===== config.mk =====
export PLATFORM = sky130hd
export DESIGN_NAME = button_debounce_monitor_nbit
export DESIGN_NICKNAME = d
export VERILOG_FILES = /design/src/rtl/button_debounce_monitor_nbit_pkg.sv /design/src/rtl/button_debounce_channel.sv /design/src/rtl/button_debounce_monitor_nbit.sv
export SDC_FILE = /design/constraint.sdc
export NUM_CORES = 1
export LEC_CHECK = 0
export ABC_AREA = 1
export CAP_MARGIN = 40
export CORE_MARGIN = 2
export CORE_UTILIZATION = 60
export DETAILED_ROUTE_END_ITERATION = 10
export GPL_TIMING_DRIVEN = 0
export PLACE_DENSITY = 0.85
export REMOVE_ABC_BUFFERS = 1
export SYNTH_ARGS = -nofsm -noshare
export SYNTH_HDL_FRONTEND = slang
export SYNTH_SLANG_ARGS = --single-unit

===== constraint.sdc =====
create_clock -name clock -period 1.88 [get_ports clock]
set_input_delay 0.47 -clock clock [delete_from_list [all_inputs] [get_ports clock]]
set_output_delay 0.47 -clock clock [all_outputs]
set_load 0.01 [all_outputs]

===== src/rtl/button_debounce_monitor_nbit_pkg.sv =====
// Shared constants, state encodings and width helpers for the button debounce monitor.
package button_debounce_monitor_nbit_pkg;

  // Default timing for a 50 MHz system clock.
  localparam int DEFAULT_SYNC_STAGES     = 2;
  localparam int DEFAULT_DEBOUNCE_CYCLES = 250_000;     // 5 ms
  localparam int DEFAULT_LONG_CYCLES     = 50_000_000;  // 1 s
  localparam int DEFAULT_REPEAT_CYCLES   = 10_000_000;  // 200 ms

  // Per-channel debounce FSM encodings.
  localparam logic [1:0] ST_RELEASED        = 2'd0;
  localparam logic [1:0] ST_PRESS_PENDING   = 2'd1;
  localparam logic [1:0] ST_PRESSED         = 2'd2;
  localparam logic [1:0] ST_RELEASE_PENDING = 2'd3;

  typedef enum logic [1:0] {
    RELEASED        = ST_RELEASED,
    PRESS_PENDING   = ST_PRESS_PENDING,
    PRESSED         = ST_PRESSED,
    RELEASE_PENDING = ST_RELEASE_PENDING
  } btn_state_e;

  // Bits needed for a counter that must be able to hold max_count.
  function automatic int cnt_width(input int max_count);
    return (max_count < 1) ? 1 : $clog2(max_count + 1);
  endfunction

endpackage


===== src/rtl/button_debounce_channel.sv =====
// One button channel: synchroniser, debounce FSM, hold/long-press and auto-repeat timing.
module button_debounce_channel
  import button_debounce_monitor_nbit_pkg::*;
#(
  parameter int SYNC_STAGES     = DEFAULT_SYNC_STAGES,
  parameter int DEBOUNCE_CYCLES = DEFAULT_DEBOUNCE_CYCLES,
  parameter int LONG_CYCLES     = DEFAULT_LONG_CYCLES,
  parameter int REPEAT_CYCLES   = DEFAULT_REPEAT_CYCLES
) (
  input  logic clock,
  input  logic reset,
  input  logic button_raw,
  input  logic repeat_en,
  output logic state_o,
  output logic edge_o,
  output logic release_o,
  output logic long_o,
  output logic repeat_o
);

  localparam int DB_W   = cnt_width(DEBOUNCE_CYCLES);
  localparam int HOLD_W = cnt_width(LONG_CYCLES + REPEAT_CYCLES);
  localparam logic [DB_W-1:0]   DB_LAST   = DB_W'(DEBOUNCE_CYCLES - 1);
  localparam logic [HOLD_W-1:0] LONG_LAST = HOLD_W'(LONG_CYCLES - 1);
  localparam logic [HOLD_W-1:0] REP_LAST  = HOLD_W'(REPEAT_CYCLES - 1);

  logic [SYNC_STAGES-1:0] sync_q, sync_d;
  btn_state_e             state_q, state_d;
  logic [DB_W-1:0]        db_cnt_q, db_cnt_d;
  logic [HOLD_W-1:0]      hold_q, hold_d;
  logic                   long_done_q, long_done_d;
  logic                   level_q, level_d;
  logic                   edge_q, edge_d;
  logic                   release_q, release_d;
  logic                   long_q, long_d;
  logic                   repeat_q, repeat_d;
  logic                   sync_bit;

  assign sync_d   = {sync_q[SYNC_STAGES-2:0], button_raw};
  assign sync_bit = sync_q[SYNC_STAGES-1];

  // Next-state: debounce FSM, then hold timing (long press first, then repeat period).
  always_comb begin
    state_d     = state_q;
    db_cnt_d    = db_cnt_q;
    hold_d      = hold_q;
    long_done_d = long_done_q;
    level_d     = level_q;
    edge_d      = 1'b0;
    release_d   = 1'b0;
    long_d      = 1'b0;
    repeat_d    = 1'b0;

    case (state_q)
      RELEASED: begin
        if (sync_bit) begin
          state_d  = PRESS_PENDING;
          db_cnt_d = '0;
        end
      end
      PRESS_PENDING: begin
        if (!sync_bit) begin
          state_d = RELEASED;
        end else if (db_cnt_q == DB_LAST) begin
          state_d     = PRESSED;
          level_d     = 1'b1;
          edge_d      = 1'b1;
          hold_d      = '0;
          long_done_d = 1'b0;
        end else begin
          db_cnt_d = db_cnt_q + 1'b1;
        end
      end
      PRESSED: begin
        if (!sync_bit) begin
          state_d  = RELEASE_PENDING;
          db_cnt_d = '0;
        end
      end
      RELEASE_PENDING: begin
        if (sync_bit) begin
          state_d = PRESSED;
        end else if (db_cnt_q == DB_LAST) begin
          state_d   = RELEASED;
          level_d   = 1'b0;
          release_d = 1'b1;
        end else begin
          db_cnt_d = db_cnt_q + 1'b1;
        end
      end
      default: state_d = RELEASED;
    endcase

    // The hold counter keeps running through a release bounce so a long press
    // is not restarted; the repeat counter runs even when repeat is disabled
    // so that enabling mid-hold stays aligned to the long-press pulse.
    if ((state_q == PRESSED || state_q == RELEASE_PENDING) && state_d != RELEASED) begin
      if (!long_done_q) begin
        if (hold_q == LONG_LAST) begin
          long_d      = 1'b1;
          long_done_d = 1'b1;
          hold_d      = '0;
        end else begin
          hold_d = hold_q + 1'b1;
        end
      end else begin
        if (hold_q == REP_LAST) begin
          repeat_d = repeat_en;
          hold_d   = '0;
        end else begin
          hold_d = hold_q + 1'b1;
        end
      end
    end

    if (state_d == RELEASED) begin
      hold_d      = '0;
      long_done_d = 1'b0;
    end
  end

  // State and registered outputs, all cleared asynchronously by reset.
  always_ff @(posedge clock or negedge reset) begin
    if (!reset) begin
      sync_q      <= '0;
      state_q     <= RELEASED;
      db_cnt_q    <= '0;
      hold_q      <= '0;
      long_done_q <= 1'b0;
      level_q     <= 1'b0;
      edge_q      <= 1'b0;
      release_q   <= 1'b0;
      long_q      <= 1'b0;
      repeat_q    <= 1'b0;
    end else begin
      sync_q      <= sync_d;
      state_q     <= state_d;
      db_cnt_q    <= db_cnt_d;
      hold_q      <= hold_d;
      long_done_q <= long_done_d;
      level_q     <= level_d;
      edge_q      <= edge_d;
      release_q   <= release_d;
      long_q      <= long_d;
      repeat_q    <= repeat_d;
    end
  end

  assign state_o   = level_q;
  assign edge_o    = edge_q;
  assign release_o = release_q;
  assign long_o    = long_q;
  assign repeat_o  = repeat_q;

endmodule


===== src/rtl/button_debounce_monitor_nbit.sv =====
// WIDTH independent debounced button channels with press/release/long/repeat pulses.
module button_debounce_monitor_nbit
  import button_debounce_monitor_nbit_pkg::*;
#(
  parameter int WIDTH           = 4,
  parameter int SYNC_STAGES     = DEFAULT_SYNC_STAGES,
  parameter int DEBOUNCE_CYCLES = DEFAULT_DEBOUNCE_CYCLES,
  parameter int LONG_CYCLES     = DEFAULT_LONG_CYCLES,
  parameter int REPEAT_CYCLES   = DEFAULT_REPEAT_CYCLES
) (
  input  logic             clock,
  input  logic             reset,
  input  logic [WIDTH-1:0] buttonPress,
  input  logic [WIDTH-1:0] repeatEnable,
  output logic [WIDTH-1:0] buttonState,
  output logic [WIDTH-1:0] buttonEdge,
  output logic [WIDTH-1:0] buttonRelease,
  output logic [WIDTH-1:0] buttonLong,
  output logic [WIDTH-1:0] buttonRepeat
);

  for (genvar i = 0; i < WIDTH; i++) begin : g_chan
    button_debounce_channel #(
      .SYNC_STAGES    (SYNC_STAGES),
      .DEBOUNCE_CYCLES(DEBOUNCE_CYCLES),
      .LONG_CYCLES    (LONG_CYCLES),
      .REPEAT_CYCLES  (REPEAT_CYCLES)
    ) u_chan (
      .clock     (clock),
      .reset     (reset),
      .button_raw(buttonPress[i]),
      .repeat_en (repeatEnable[i]),
      .state_o   (buttonState[i]),
      .edge_o    (buttonEdge[i]),
      .release_o (buttonRelease[i]),
      .long_o    (buttonLong[i]),
      .repeat_o  (buttonRepeat[i])
    );
  end

endmodule


==> impl_results.md <==
* Switching Power at roughly 2.3 mW
* DR WL/cell at ~14 microns
* P_leak at 7.33 nW
* N_diodes at 0
* Vias at around 14,000
* Combinational share of power at 0.036
* H-tree level count at 1
* Ys flop type: dfrtp_1
* CTS max path bufs at 3
* First-pass GRT wire length at 60.9 mm
* CP arrival at 2.24 ns
* Post-synth ARST share at 1.00
* Final Cell Area at ~0.016 sq mm
* Clock power share at 0.495
* Setup TNS Final at 0 ns
* Vias in the first global route at approximately 13,000
* Hold_buf cts at 0
* Initial DRC count at about 1,100
* Slowest CP cell: dfrtp_2
* Power Internal at 7.85 mW
* Die Y at 159 microns
* Final Core Density at 0.685
* Sw Ratio at 0.230
* Hold Fails Final Rpt at 5
* Synthesized flop and latch total at 216
* Net count, final at roughly 2,200
* Root buffer cell: clkbuf_16
* Min cycle time layout at 1.83 ns
* Max Freq at 546 MHz
* CP Class: reg2reg
* Syn Area/Cell at 6.69 sq um
* Post-synth cell types at 42
* Unrepaired setup endpoints after global routing: true
* Compound-Gate Fraction of Synth Area at 0.0682
* Post-synth top cells: nand2_1, nor2_1, inv_1
* Cell count after synthesis at 2,161
* CTS buffer count at 26
* Num rows at 56
* Xor/xnor cell area share of the yosys netlist at 0.0363
* Max-cap violations at 0
* Core box area at about 0.024 sq mm
* Post-Synth Simple-Gate Area at 0.421
* Max incr delay on CP at between 0.4 and 0.5 ns
* Worst Hold Margin at -0.0331 ns
* Largest net degree at the start of global routing at 111
* CP endpoint kind: register
* Post-Syn Area at about 0.014 sq mm
* Port bufs at 29
* Max Transition Viols Final at 0
* Die Area at 0.0254 sq mm
* Register share of total power at 0.468
* 1st-pass router iterations at 7
* Area contributors post-synth: dfrtp_1, nand2_1, nor2_1
* Largest family of logic cells by synthesized area: simple AND/OR/NAND/NOR gates
* Hold Crit Class: in2async
* Critical path cell sequence: ha_4 -> nand3_4 -> nor2_4 -> nand3_4 -> nand2_8 -> inv_2 -> nor2_4 -> nor2_1
* Routed WL at roughly 36 mm
* Worst Setup Start Kind: register
* Area grow syn2layout at 11.5%
* Final Power at 10.2 mW
* Cell with the most instances after synthesis: nand2_1
* Initial antenna violation count at 0
* Via density at 5.57
* Clk_skew at between 0.02 and 0.03 ns
* Die Width at between 150 and 200 microns
* Synth Area in Adders at 0.00692
* HPWL Detailed at 24.7 mm
* Rel. slew slack at 0.430
* Post-route ant nets at 0
* Mux contribution to synthesized area at 0
* Worst Path Buf+Inv at 1
* Starting density of the core at 0.614
* Number of enable flip-flop cells after synthesis at 0
* GPL Wtd Cong at 0.968
* CP delay by family, top: simple AND/OR/NAND/NOR gates
* GRT Overall Usage at 0.279
* Placed cell area at 0.0148 sq mm
* Max VDD drop at between 600 and 700 uV
* Crit share post-route at 0.974
* Top Ports at 30
* Failing checks: hold timing
* Slew @ Worst Pin at 0.855 ns
* Total grt overflow at 0
* Yosys warns at 0
* Post-synth top area share at 0.374
* Register clock-pin slew on the reported worst setup and hold paths at 0.06 ns
* Final setup vio count at 0
* Skew-Pair Late Insertion Delay at 0.55 ns
* Critical path required time at between 2 and 2.5 ns
* Fraction of layout cells with a size suffix above 1 at 0.0900
* Biggest area consumer among synthesized cells: dfrtp_1
* CTS tree: built
* PwrDens at 632 mW/mm^2
* CP max FO at 23
* Sinks on Clock Net at 216
* Register area share after synthesis at 0.374
* DRC errors left at 0
* Outcome: finished with violations
worst reg2reg max path: stages (launching register included):
cell	delay, ns
dfrtp_2	0.44
ha_4	0.19
nand3_4	0.11
nor2_4	0.17
nand3_4	0.15
nand2_8	0.18
inv_2	0.16
nor2_4	0.21
nor2_1	0.08
metal layers:
metal  track usage  vias up  part of all wire
li1              -     6953                 -
met1         0.371     6489              0.44
met2         0.481      486              0.47
met3        0.0349       87             0.060
met4        0.0847        0             0.026
met5             0        -                 0
worst paths after layout:
| check | start | cells past startpoint | slack, ns | to |
|---|---|---|---|---|
| max reg2reg | g_chan[1].u_chan.db_cnt_q[0] | 8 | 0.05 | g_chan[1].u_chan.hold_q[22] |
| max | g_chan[1].u_chan.db_cnt_q[0] | 8 | 0.05 | g_chan[1].u_chan.hold_q[22] |
| min in group clock | g_chan[2].u_chan.sync_q[0] | 0 | 0.35 | g_chan[2].u_chan.sync_q[1] |
| min | reset | 1 | -0.03 | g_chan[2].u_chan.hold_q[23] |
| max in group asynchronous | reset | 2 | 0.88 | g_chan[3].u_chan.state_q[0] |
| min reg2reg | g_chan[2].u_chan.sync_q[0] | 0 | 0.35 | g_chan[2].u_chan.sync_q[1] |
state kept, by name, indices dropped and copies added (netlist names):
name                       count
g_chan.u_chan.repeat_o         4
g_chan.u_chan.edge_o           4
g_chan.u_chan.state_q          8
g_chan.u_chan.long_o           4
g_chan.u_chan.state_o          4
g_chan.u_chan.db_cnt_q        72
g_chan.u_chan.hold_q         104
g_chan.u_chan.sync_q           8
g_chan.u_chan.long_done_q      4
g_chan.u_chan.release_o        4
metrics by stage:
step	setup slack (ns)	instances
floorplan	0.0425	2096
global placement	-8.82	2444
detailed placement	-0.385	2446
CTS	-0.0221	2508
global route	-0.0972	2518
finish	0.0481	2518
cell type report:
type | instances | area (sq um)
Sequential cell | 216 | 5430
Timing Repair Buffer | 57 | 564
Inverter | 251 | 952
Fill cell | 2028 | 7420
Tap cell | 319 | 399
Multi-Input combinational cell | 1629 | 7910
Clock buffer | 37 | 752
Clock inverter | 9 | 110
power groups by stage:
stage                     clock [mW]  combinational (mW)  sequential, mW
after floorplan                    0               0.157            4.83
after global placement             0               0.313            4.85
after detailed placement           0               0.332            4.85
after CTS                       5.12               0.350            4.77
after global routing            5.33               0.424            4.78
final                           5.05               0.371            4.77
placed cells by master (no fill, tap or decap), drive strengths merged, types with 7 or more instances in the layout:
cell type,netlist,routed
xor2,52,52
nand4,82,82
ha,8,8
o21ai,101,101
dlygate4sd2,0,10
nand2,725,725
clkinv,1,7
dfrtp,216,216
dlymetal6s2s,0,9
nand3b,8,8
nor2,306,306
o31ai,7,7
clkdlybuf4s50,0,9
o21bai,9,9
clkbuf,10,37
nand3,188,188
buf,55,29
inv,250,251
o22ai,20,20
a21oi,34,34
nor3,56,56
xnor2,8,8
timing repair:
item	in CTS	in global routing
buffers inserted	16	10
resized for setup	40	46
endpoints found under the setup margin	161	141
pin swaps	10	6
cell families after synthesis:
family,Yosys count
AOI/OAI and AO/OA,178
xor gates and xnor gates,60
adders and majority gates,8
buffers and inverters,316
DFF,216
and+or+nand+nor,1383
Note: power is estimated with default switching activity, not from simulation.
